--- src/rtl/color_stream_engine_if.sv ---
// MIG user-port bundle: one command channel plus read and write data FIFOs.
interface color_stream_engine_if #(
  parameter int unsigned ADDR_W = 30
);
  logic [31:0]       rd_data;
  logic [6:0]        rd_count;
  logic              rd_empty;
  logic              rd_en;
  logic [6:0]        wr_count;
  logic [31:0]       wr_data;
  logic              wr_en;
  logic [2:0]        cmd_instr;
  logic [5:0]        cmd_bl;
  logic [ADDR_W-1:0] cmd_byte_addr;
  logic              cmd_en;

  modport master (
    input  rd_data, rd_count, rd_empty, wr_count,
    output rd_en, wr_data, wr_en, cmd_instr, cmd_bl, cmd_byte_addr, cmd_en
  );

  modport slave (
    output rd_data, rd_count, rd_empty, wr_count,
    input  rd_en, wr_data, wr_en, cmd_instr, cmd_bl, cmd_byte_addr, cmd_en
  );
endinterface

--- src/rtl/color_stream_engine.sv ---
// Streams iteration counts from DRAM through an external palette and writes
// packed RGB words back to the framebuffer in bursts, with per-frame colour cycling.
module color_stream_engine #(
  parameter int unsigned BURST_MAX  = 64,
  parameter int unsigned ADDR_W     = 30,
  parameter int unsigned PIX_W      = 21,
  parameter int unsigned READ_BASE  = 0,
  parameter int unsigned WRITE_BASE = 5242880,
  parameter int unsigned LUT_LAT    = 1,
  parameter int unsigned OFS_STEP   = 1
) (
  input  logic                  clk,
  input  logic                  reset_n,
  input  logic                  start,
  input  logic                  continuous,
  input  logic [PIX_W-1:0]      total_pixels,
  input  logic                  mem_calib_done,
  color_stream_engine_if.master mem,
  output logic [31:0]           lut_iter,
  output logic [31:0]           lut_offset,
  input  logic [23:0]           lut_color,
  output logic                  busy,
  output logic                  frame_done,
  output logic [15:0]           frame_count,
  output logic [3:0]            state
);

  typedef enum logic [3:0] {
    S_IDLE     = 4'd0,
    S_CAL      = 4'd1,
    S_RD_CMD   = 4'd2,
    S_RD_WAIT  = 4'd3,
    S_XFER     = 4'd4,
    S_FLUSH    = 4'd5,
    S_WR_CMD   = 4'd6,
    S_WR_DRAIN = 4'd7,
    S_NEXT     = 4'd8
  } state_t;

  state_t cur_state, next_state;

  logic [1:0]         calib_sync;
  logic [PIX_W-1:0]   total_r, pix, amount, rd_left;
  logic [PIX_W-1:0]   remain, burst_amt, pix_next;
  logic [LUT_LAT-1:0] vpipe;
  logic               rd_en_q, accept, frame_end;
  logic               cmd_en_q;
  logic [2:0]         cmd_instr_q;
  logic [5:0]         cmd_bl_q;
  logic [ADDR_W-1:0]  cmd_addr_q;

  assign remain    = total_r - pix;
  assign burst_amt = (remain > PIX_W'(BURST_MAX)) ? PIX_W'(BURST_MAX) : remain;
  assign pix_next  = pix + amount;
  assign accept    = (cur_state == S_IDLE) && start && !busy;
  assign frame_end = (cur_state == S_NEXT) && !(pix_next < total_r);

  assign state             = cur_state;
  assign mem.rd_en         = rd_en_q;
  assign mem.wr_en         = vpipe[LUT_LAT-1];
  assign mem.cmd_en        = cmd_en_q;
  assign mem.cmd_instr     = cmd_instr_q;
  assign mem.cmd_bl        = cmd_bl_q;
  assign mem.cmd_byte_addr = cmd_addr_q;
  // Gating on the strobes keeps these outputs at zero whenever reset is held.
  assign lut_iter          = rd_en_q ? mem.rd_data : '0;
  assign mem.wr_data       = vpipe[LUT_LAT-1] ? {8'h00, lut_color} : '0;

  always_ff @(posedge clk or negedge reset_n) begin
    if (!reset_n) cur_state <= S_IDLE;
    else          cur_state <= next_state;
  end

  always_comb begin
    next_state = cur_state;
    case (cur_state)
      S_IDLE:     if (accept && total_pixels != '0) next_state = S_CAL;
      S_CAL:      if (calib_sync[1]) next_state = (total_r == '0) ? S_NEXT : S_RD_CMD;
      S_RD_CMD:   if (mem.rd_empty) next_state = S_RD_WAIT;
      S_RD_WAIT:  if (PIX_W'(mem.rd_count) == amount) next_state = S_XFER;
      S_XFER:     if (rd_left == '0) next_state = S_FLUSH;
      S_FLUSH:    if (vpipe == '0) next_state = S_WR_CMD;
      S_WR_CMD:   next_state = S_WR_DRAIN;
      S_WR_DRAIN: if (mem.wr_count == '0) next_state = S_NEXT;
      S_NEXT: begin
        if (pix_next < total_r) next_state = S_RD_CMD;
        else if (continuous)    next_state = S_CAL;
        else                    next_state = S_IDLE;
      end
      default:    next_state = S_IDLE;
    endcase
  end

  always_ff @(posedge clk or negedge reset_n) begin
    if (!reset_n) begin
      calib_sync  <= '0;
      total_r     <= '0;
      pix         <= '0;
      amount      <= '0;
      rd_left     <= '0;
      rd_en_q     <= 1'b0;
      vpipe       <= '0;
      cmd_en_q    <= 1'b0;
      cmd_instr_q <= '0;
      cmd_bl_q    <= '0;
      cmd_addr_q  <= '0;
      lut_offset  <= '0;
      busy        <= 1'b0;
      frame_done  <= 1'b0;
      frame_count <= '0;
    end else begin
      calib_sync <= {calib_sync[0], mem_calib_done};
      cmd_en_q   <= 1'b0;
      frame_done <= 1'b0;
      // wr_en is the tail of this pipe, so it lines up with lut_color.
      vpipe[0] <= rd_en_q;
      for (int unsigned i = 1; i < LUT_LAT; i++) vpipe[i] <= vpipe[i-1];

      if (accept) begin
        busy    <= 1'b1;
        total_r <= total_pixels;
        pix     <= '0;
        amount  <= '0;
        if (total_pixels == '0) begin
          frame_done  <= 1'b1;
          frame_count <= frame_count + 16'd1;
        end
      end else if (frame_done && cur_state == S_IDLE) begin
        busy <= 1'b0;
      end

      case (cur_state)
        S_RD_CMD: if (mem.rd_empty) begin
          cmd_en_q    <= 1'b1;
          cmd_instr_q <= 3'b001;
          cmd_bl_q    <= 6'(burst_amt - PIX_W'(1));
          cmd_addr_q  <= ADDR_W'(READ_BASE) + (ADDR_W'(pix) << 2);
          amount      <= burst_amt;
        end
        S_RD_WAIT: if (next_state == S_XFER) begin
          rd_en_q <= 1'b1;
          rd_left <= amount - PIX_W'(1);
        end
        S_XFER: begin
          if (rd_left == '0) rd_en_q <= 1'b0;
          else               rd_left <= rd_left - PIX_W'(1);
        end
        S_WR_CMD: begin
          cmd_en_q    <= 1'b1;
          cmd_instr_q <= 3'b000;
          cmd_bl_q    <= 6'(amount - PIX_W'(1));
          cmd_addr_q  <= ADDR_W'(WRITE_BASE) + (ADDR_W'(pix) << 2);
        end
        S_NEXT: begin
          if (!frame_end) begin
            pix <= pix_next;
          end else begin
            frame_done  <= 1'b1;
            frame_count <= frame_count + 16'd1;
            if (continuous) begin
              lut_offset <= lut_offset + 32'(OFS_STEP);
              total_r    <= total_pixels;
              pix        <= '0;
              amount     <= '0;
            end
          end
        end
        default: ;
      endcase
    end
  end

endmodule
--- src/flat_wrapper.sv ---
// flat-port wrapper written by rule: the top's interface ports become plain ports
module color_stream_engine_flat 
#(
  parameter int unsigned BURST_MAX  = 64,
  parameter int unsigned ADDR_W     = 30,
  parameter int unsigned PIX_W      = 21,
  parameter int unsigned READ_BASE  = 0,
  parameter int unsigned WRITE_BASE = 5242880,
  parameter int unsigned LUT_LAT    = 1,
  parameter int unsigned OFS_STEP   = 1
)
  (clk, reset_n, start, continuous, total_pixels, mem_calib_done, lut_iter, lut_offset, lut_color, busy, frame_done, frame_count, state, mem_rd_data, mem_rd_count, mem_rd_empty, mem_wr_count, mem_rd_en, mem_wr_data, mem_wr_en, mem_cmd_instr, mem_cmd_bl, mem_cmd_byte_addr, mem_cmd_en);
  color_stream_engine_if #(.ADDR_W(ADDR_W)) mem_i ();
  input  logic clk;
  input  logic reset_n;
  input  logic start;
  input  logic continuous;
  input  logic [PIX_W-1:0] total_pixels;
  input  logic mem_calib_done;
  output logic [31:0] lut_iter;
  output logic [31:0] lut_offset;
  input  logic [23:0] lut_color;
  output logic busy;
  output logic frame_done;
  output logic [15:0] frame_count;
  output logic [3:0] state;
  input wire logic [$bits(mem_i.rd_data)-1:0] mem_rd_data;
  input wire logic [$bits(mem_i.rd_count)-1:0] mem_rd_count;
  input wire logic [$bits(mem_i.rd_empty)-1:0] mem_rd_empty;
  input wire logic [$bits(mem_i.wr_count)-1:0] mem_wr_count;
  output wire logic [$bits(mem_i.rd_en)-1:0] mem_rd_en;
  output wire logic [$bits(mem_i.wr_data)-1:0] mem_wr_data;
  output wire logic [$bits(mem_i.wr_en)-1:0] mem_wr_en;
  output wire logic [$bits(mem_i.cmd_instr)-1:0] mem_cmd_instr;
  output wire logic [$bits(mem_i.cmd_bl)-1:0] mem_cmd_bl;
  output wire logic [$bits(mem_i.cmd_byte_addr)-1:0] mem_cmd_byte_addr;
  output wire logic [$bits(mem_i.cmd_en)-1:0] mem_cmd_en;
  assign mem_i.rd_data = mem_rd_data;
  assign mem_i.rd_count = mem_rd_count;
  assign mem_i.rd_empty = mem_rd_empty;
  assign mem_i.wr_count = mem_wr_count;
  assign mem_rd_en = mem_i.rd_en;
  assign mem_wr_data = mem_i.wr_data;
  assign mem_wr_en = mem_i.wr_en;
  assign mem_cmd_instr = mem_i.cmd_instr;
  assign mem_cmd_bl = mem_i.cmd_bl;
  assign mem_cmd_byte_addr = mem_i.cmd_byte_addr;
  assign mem_cmd_en = mem_i.cmd_en;
  color_stream_engine #(.BURST_MAX(BURST_MAX), .ADDR_W(ADDR_W), .PIX_W(PIX_W), .READ_BASE(READ_BASE), .WRITE_BASE(WRITE_BASE), .LUT_LAT(LUT_LAT), .OFS_STEP(OFS_STEP)) u_core (.clk(clk), .reset_n(reset_n), .start(start), .continuous(continuous), .total_pixels(total_pixels), .mem_calib_done(mem_calib_done), .mem(mem_i), .lut_iter(lut_iter), .lut_offset(lut_offset), .lut_color(lut_color), .busy(busy), .frame_done(frame_done), .frame_count(frame_count), .state(state));
endmodule
--- config.mk ---
export PLATFORM = sky130hd
export DESIGN_NAME = color_stream_engine_flat
export DESIGN_NICKNAME = d
export VERILOG_FILES = /design/src/rtl/color_stream_engine_if.sv /design/src/rtl/color_stream_engine.sv /design/src/flat_wrapper.sv
export SDC_FILE = /design/constraint.sdc
export NUM_CORES = 1
export LEC_CHECK = 0
export CAP_MARGIN = 5
export CORE_MARGIN = 5
export CORE_UTILIZATION = 59
export DETAILED_ROUTE_END_ITERATION = 8
export DONT_BUFFER_PORTS = 1
export GPL_TIMING_DRIVEN = 0
export PLACE_DENSITY = 0.74
export SLEW_MARGIN = 20
export SYNTH_ARGS = -nofsm -noshare
export SYNTH_HDL_FRONTEND = slang
export SYNTH_SLANG_ARGS = --single-unit
export TNS_END_PERCENT = 10
--- constraint.sdc ---
create_clock -name clk -period 5.4 [get_ports clk]
set_input_delay 0.81 -clock clk [delete_from_list [all_inputs] [get_ports clk]]
set_output_delay 0.81 -clock clk [all_outputs]
set_load 0.01 [all_outputs]
## Word-level counts from Yosys, hierarchy flattened

Cells that the tools add are included.

| storage, ports and cells | value |
|---|---|
| latch bits | 0 |
| output and inout port bits | 160 |
| input bits | 97 |
| ROM bits | 0 |
| RAM bits | 0 |
| register bits after elaboration | 182 |
| memories kept | 0 |
| logic and storage cells | 111 |

| operators by class | value |
|---|---|
| shifts and indexed selects | 0 |
| add/subtract/negate cells | 8 |
| equal/unequal tests | 14 |
| multiplexer cells | 51 |
| bitwise gates (word level) | 0 |
| reductions and logical operators | 20 |
| div/mod/pow operators | 0 |
| $lt $le $gt $ge | 2 |
| multiply operators | 0 |

Operator list:

| operator | count |
|---|---|
| $mux W21 | 15 |
| $pmux W21 S2 | 2 |
| $mux W16 | 4 |
| $logic_not A21 Y1 | 3 |
| $pmux W30 S2 | 1 |
| $sub A21 B1 Y21 const B | 2 |
| $mux W4 | 9 |
| $pmux W4 S9 | 1 |
| $add A32 B1 Y32 const B | 1 |
| $mux W32 | 1 |
| $mux W30 | 1 |
| $add A23 B23 Y24 const A | 1 |
| $mux W24 | 1 |
| $add A21 B21 Y21 | 1 |
| $eq A7 B21 Y1 | 1 |
| $gt A21 B7 Y1 const B | 1 |
| $lt A21 B21 Y1 | 1 |
| $reduce_bool A21 Y1 | 1 |
| $sub A21 B21 Y21 | 1 |
| $eq A4 B3 Y1 const B | 5 |
| $add A16 B1 Y16 const B | 1 |
| $pmux W6 S2 | 1 |
| $mux W1 | 10 |
| $reduce_and A3 Y1 | 3 |
| other kinds (16) | 27 |

## Depth between registers and ports, before layout

| depth | value |
|---|---|
| depth after elaboration | 9 |
| mapped depth | 23 |
| mapped depth without buffers | 22 |

## Worst setup path after synthesis

No wires, ideal clock.

| timing path | value |
|---|---|
| kind | reg2reg |
| start | register u_core.amount[4] |
| end | register u_core.amount[16] |
| cell stages (with the launch flop) | 21 |
| period minus slack after synthesis | 4.997 ns |
| buffers on the path | 1 |
| data required time | 5.334 ns |
| setup slack | 0.403 ns |
| setup time | 0.066 ns |
| arrival time | 4.931 ns |
| cell sequence | dfrtp_1 > ha_1 > or3_1 > or3_1 > o211ai_1 > o21ai_0 > a31oi_1 > o21bai_1 > a2111oi_0 > nor2_1 > xor2_1 > ha_1 > a21o_1 > a21o_1 > a211oi_1 > inv_1 > o211ai_1 > nand2_1 > nor2_1 > clkbuf_1 > and2_1 |

| on the way | value |
|---|---|
| cells in the longest elaborated chain, start to end | 6 |

Ends and longest elaborated chain:

| what | line | source |
|---|---|---|
| from (decl) | color_stream_engine.sv:43 | `logic [PIX_W-1:0] total_r, pix, amount, rd_left;` |
| from (signal assigned) | color_stream_engine.sv:138 | `amount <= burst_amt;` |
| $add A21 B21 Y21 | color_stream_engine.sv:54 | `assign pix_next = pix + amount;` |
| $lt A21 B21 Y1 | color_stream_engine.sv:56 | `assign frame_end = (cur_state == S_NEXT) && !(pix_next < total_r);` |
| $logic_not A1 Y1 | color_stream_engine.sv:56 |  |
| $logic_and A1 B1 Y1 | color_stream_engine.sv:56 |  |
| $mux W21 | color_stream_engine.sv:155 | `if (!frame_end) begin` |
| $pmux W21 S2 | color_stream_engine.sv:132 | `case (cur_state)` |

No other way between the ends.
A chain may end at the register's enable or synchronous reset.

## Worst setup path in the final report

| timing path | value |
|---|---|
| start | register u_core.amount[4] |
| end | register u_core.lut_offset[22] |

| on the way | value |
|---|---|
| cells in the longest elaborated chain, start to end | 5 |

Ends and longest elaborated chain:

| what | line | source |
|---|---|---|
| $add A21 B21 Y21 | color_stream_engine.sv:54 |  |
| $lt A21 B21 Y1 | color_stream_engine.sv:56 |  |
| $logic_not A1 Y1 | color_stream_engine.sv:56 |  |
| $logic_and A1 B1 Y1 | color_stream_engine.sv:56 |  |
| $reduce_and A3 Y1 (no source line) | - |  |
| to (signal assigned) | color_stream_engine.sv:161 | `lut_offset <= lut_offset + 32'(OFS_STEP);` |
| to (decl) | color_stream_engine.sv:20 | `output logic [31:0] lut_offset,` |

No other way between the ends.

==> results.txt <==
----------------------------------------------------
[Worst setup path]
  Classification of the worst setup path ... flop to flop
  Critical Path Source Type ... flop
  Peak fanout along the critical path ... 7
  Data required time of the critical path ... approximately 5.7 ns
  Type of destination of the critical path ... flop
  CP arrival ... 5.51 ns
  Number of cells on the worst reg-to-reg path ... 20

[Synthesis]
  Count of distinct cell types in the synthesized netlist ... a little over 70
  Number of flops mapped to enable cells by yosys ... 0
  Most used flip-flop cell after synthesis ... sky130_fd_sc_hd__dfrtp_1
  Dominant cell type by area after synthesis ... sky130_fd_sc_hd__dfrtp_1
  Mean Syn Cell Area ... 8.907 um^2
  Flip-flop and latch count after synthesis ... between 150 and 200
  Warning count from the yosys run ... 0
  Cell types with the largest area share after synthesis ... sky130_fd_sc_hd__dfrtp_1, sky130_fd_sc_hd__ha_1, sky130_fd_sc_hd__and2_1, sky130_fd_sc_hd__xnor2_1, sky130_fd_sc_hd__xor2_1
  Synthesized instance count ... 1,227
  Register area share after synthesis ... 0.3938
  Post-synthesis cell area ... 10,930 um^2
  Async SR Flop Fraction ... 1.000
  Fraction of synthesized cell area taken by the top area cell type ... 0.3938

[STA]
  Setup violations, final ... 0
  Highest clock rate ... 0.1930 GHz
  Final Hold Vio Count ... 0
  Slew at the pin closest to its max-slew limit ... between 1 and 1.5 ns
  Unrepaired setup endpoints after global routing ... true
  Final max-slew violation count ... 0
  Headroom to the max-slew limit ... 0.2968
  Portion of the clock cycle consumed by the worst path in the final layout ... 0.9593
  Clock skew ... 0.01217 ns
  Shortest period the worst path allows ... 5.180 ns

[CTS]
  Clock-pin transition on the worst setup and hold timing paths ... around 0.08 ns
  Depth of the CTS H-tree ... 4
  CTS tree ... built
  Buffer depth of the longest clock path ... 2
  Number of clock buffers inserted by TritonCTS ... 17
  Insertion delay of the later-clocked pin in the worst-skew pair ... 0.45 ns
  TritonCTS Sinks ... 172
  Clock Tree Root ... sky130_fd_sc_hd__clkbuf_16

[Placed design]
  DP Wirelength ... 24,670 um
  Post-placement cell area ... 11,280 um^2
  GPL Wtd Cong ... 0.9330
  Buffers added on ports ... 0

[Routing]
  Router iterations before antenna repair ... 5
  Antenna Violating Nets Remaining ... 0
  Post-route DRC ... 0
  Final wirelength ... 32,000 um
  Via Count ... 9,295
  Routed wire length per instance ... between 20 and 25 um
  Mean number of vias per cell ... 6.131
  Initial drt markers ... 769

[Floorplan]
  Std-Cell Core Area ... 18,090 um^2
  Effective utilization at floorplan ... 0.6043
  Area enclosed by the die boundary ... 21,350 um^2
  Placement row count ... between 40 and 50
  Horizontal die dimension ... approximately 150 um
  I/O pin cnt ... around 260
  Overall die height ... 146.1 um

[Power and ir drop]
  Overall power ... 2.573 mW
  Power Density ... 212.9 nW/um^2
  Leak Pwr ... 5.639 nW
  Largest voltage drop on the vdd net ... 210.0 uV

[Finish]
  Layout area overhead ... 10.60%
  Post-layout utilization of the core ... 0.6684
  Fraction of final layout cells with drive strength greater than 1 ... 0.09034
  Finished Cell Area ... 12,090 um^2
  Number of nets in the final layout ... 1,436

[Worst hold path]
  Min-delay worst type ... input port to async pin

[GRT]
  Global-route wire length before repair ... 49,480 um
  Pin count of the biggest net entering global routing ... 173
  Via count of the first global-routing pass ... 8,902
  GR Util All Layers ... 0.2913
  Remaining global-route overflow ... 0
  Number of antenna violations at the first check in global routing ... 3

[Run status]
  Outcome ... finished clean

[Run]
  Reported max-cap violation count ... 0

----------------------------------------------------
path summary, 6_finish.rpt:
| check | startpoint | to | slack [ns] |
|---|---|---|---|
| worst max-delay path | u_core.amount[4]$_DFF_PN0_ | u_core.lut_offset[22]$_DFFE_PN0P_ | 0.22 |
| worst min-delay path | reset_n | u_core.mem.cmd_byte_addr[18]$_DFFE_PN0P_ | 0.05 |
| worst max register to register | u_core.amount[4]$_DFF_PN0_ | u_core.lut_offset[22]$_DFFE_PN0P_ | 0.22 |
| worst min register to register | u_core.calib_sync[0]$_DFF_PN0_ | u_core.calib_sync[1]$_DFF_PN0_ | 0.38 |
| max in group asynchronous | reset_n | u_core.pix[0]$_DFF_PN0_ | 5.03 |
| min in group clk | u_core.calib_sync[0]$_DFF_PN0_ | u_core.calib_sync[1]$_DFF_PN0_ | 0.38 |
timing repair:
item	4_1_cts	5_1_grt
gates resized for setup	17	30
buffers inserted	3	5
pin swaps	3	12
hold buffers	0	0
setup endpoints to repair	114	110
Yosys cell counts (8+ instances only):
cell type,n
sky130_fd_sc_hd__dfrtp_1,172
sky130_fd_sc_hd__and3_1,12
sky130_fd_sc_hd__buf_4,19
sky130_fd_sc_hd__nand2b_1,12
sky130_fd_sc_hd__o22ai_1,9
sky130_fd_sc_hd__a21oi_1,56
sky130_fd_sc_hd__nand3_1,36
sky130_fd_sc_hd__nand2_1,113
sky130_fd_sc_hd__o21ai_1,9
sky130_fd_sc_hd__nor4_1,29
sky130_fd_sc_hd__nor2b_1,9
sky130_fd_sc_hd__o21a_1,10
sky130_fd_sc_hd__ha_1,66
sky130_fd_sc_hd__a22o_1,25
sky130_fd_sc_hd__nand4_1,21
sky130_fd_sc_hd__nor3_1,40
sky130_fd_sc_hd__or4_1,8
sky130_fd_sc_hd__or3_1,12
sky130_fd_sc_hd__o21ai_0,80
sky130_fd_sc_hd__inv_1,68
sky130_fd_sc_hd__xnor2_1,52
sky130_fd_sc_hd__nor2_1,73
sky130_fd_sc_hd__a31oi_1,9
sky130_fd_sc_hd__clkbuf_1,41
sky130_fd_sc_hd__or2_2,8
sky130_fd_sc_hd__xor2_1,50
sky130_fd_sc_hd__a21o_1,9
sky130_fd_sc_hd__and2_1,75
cells in the final DEF, fill, tap and decap left out, types with 17 or more instances in the layout:
| cell type | n |
|---|---|
| sky130_fd_sc_hd__dfrtp_1 | 168 |
| sky130_fd_sc_hd__nand2_1 | 112 |
| sky130_fd_sc_hd__o21ai_0 | 80 |
| sky130_fd_sc_hd__and2_1 | 75 |
| sky130_fd_sc_hd__nor2_1 | 73 |
| sky130_fd_sc_hd__inv_1 | 68 |
| sky130_fd_sc_hd__ha_1 | 66 |
| sky130_fd_sc_hd__a21oi_1 | 55 |
| sky130_fd_sc_hd__xnor2_1 | 52 |
| sky130_fd_sc_hd__xor2_1 | 49 |
| sky130_fd_sc_hd__nand3_1 | 36 |
| sky130_fd_sc_hd__nor3_1 | 35 |
| sky130_fd_sc_hd__clkbuf_1 | 33 |
| sky130_fd_sc_hd__buf_4 | 28 |
| sky130_fd_sc_hd__nor4_1 | 26 |
| sky130_fd_sc_hd__a22o_1 | 25 |
| sky130_fd_sc_hd__nand4_1 | 21 |
| sky130_fd_sc_hd__conb_1 | 18 |
| sky130_fd_sc_hd__clkbuf_16 | 17 |
cell families (layout without fill, tap and decap cells):
logic type,after synthesis,in the layout,synth area share
AND/OR/NAND/NOR,468,468,0.2218
AO/OA/AOI/OAI,275,275,0.1626
flip-flops,172,172,0.3938
buffers and inverters,136,176,0.05564
XOR/XNOR,102,102,0.08174
adder cells (fa/ha/maj),68,68,0.07922
multiplexers,5,5,0.004923
other,1,21,0.0003431
final cells by class:
type	instances	area, um^2
Antenna cell	3	7.507
Buffer	68	372.9
Clock buffer	18	439.2
Clock inverter	14	145.1
Fill cell	1460	5998
Inverter	68	255.2
Multi-Input combinational cell	936	6200
Sequential cell	172	4309
Tap cell	229	286.5
Timing Repair Buffer	8	72.57
routing by layer:
layer	wire, um	track usage	vias to the layer above
li1	-	-	4415
met1	13220	0.3729	4451
met2	15050	0.4694	367
met3	2541	0.08181	62
met4	1188	0.1190	0
met5	0	0	-
where the power goes:
| group | switching (mW) | leakage (nW) | total, mW | internal (mW) |
|---|---|---|---|---|
| combinational | 0.0316 | 3.13 | 0.0541 | 0.0226 |
| sequential | 0.000423 | 2.22 | 1.29 | 1.29 |
| clock | 0.601 | 0.288 | 1.23 | 0.629 |
worst max-delay path, cell delays in order, from the launching register on:
cell                        delay [ns]
sky130_fd_sc_hd__dfrtp_2          0.47
sky130_fd_sc_hd__ha_1             0.26
sky130_fd_sc_hd__or3_1            0.44
sky130_fd_sc_hd__or3_1            0.32
sky130_fd_sc_hd__o211ai_1         0.26
sky130_fd_sc_hd__o21ai_0          0.18
sky130_fd_sc_hd__a31oi_1          0.29
sky130_fd_sc_hd__o21bai_1         0.16
sky130_fd_sc_hd__a2111oi_4        0.34
sky130_fd_sc_hd__o31ai_1          0.15
sky130_fd_sc_hd__xor2_1           0.20
sky130_fd_sc_hd__ha_1             0.32
sky130_fd_sc_hd__nand4_1          0.17
sky130_fd_sc_hd__nor3_2           0.21
sky130_fd_sc_hd__o21a_1           0.21
sky130_fd_sc_hd__o211ai_1         0.15
sky130_fd_sc_hd__buf_4            0.24
sky130_fd_sc_hd__buf_12           0.13
sky130_fd_sc_hd__nor3_4           0.26
sky130_fd_sc_hd__nand4_1          0.16
sky130_fd_sc_hd__xnor2_1          0.15
state kept, by name, summed over array words and instances (netlist names), 2 cells and up:
name / count
u_core.mem.cmd_byte_addr: 22
u_core.total_r: 21
u_core.state: 4
u_core.frame_count: 16
u_core.pix: 21
u_core.lut_offset: 32
u_core.calib_sync: 2
u_core.mem.cmd_bl: 6
u_core.amount: 21
u_core.rd_left: 21
per-stage QoR:
stage / setup WS (ns) / cells / hold slack [ns] / TNS, ns
6_report: 0.2198 / 1516 / 0.05118 / 0
5_1_grt: -0.07838 / 1516 / 0.03822 / -0.2426
4_1_cts: 0.01744 / 1508 / 0.04321 / 0
3_5_place_dp: -1.300 / 1473 / 0.3555 / -85.38
3_3_place_gp: -1.262 / 1473 / 0.3337 / -81.28
2_1_floorplan: 0.4030 / 1244 / 0.3312 / 0
No activity file was read; power rests on OpenSTA's default activity.
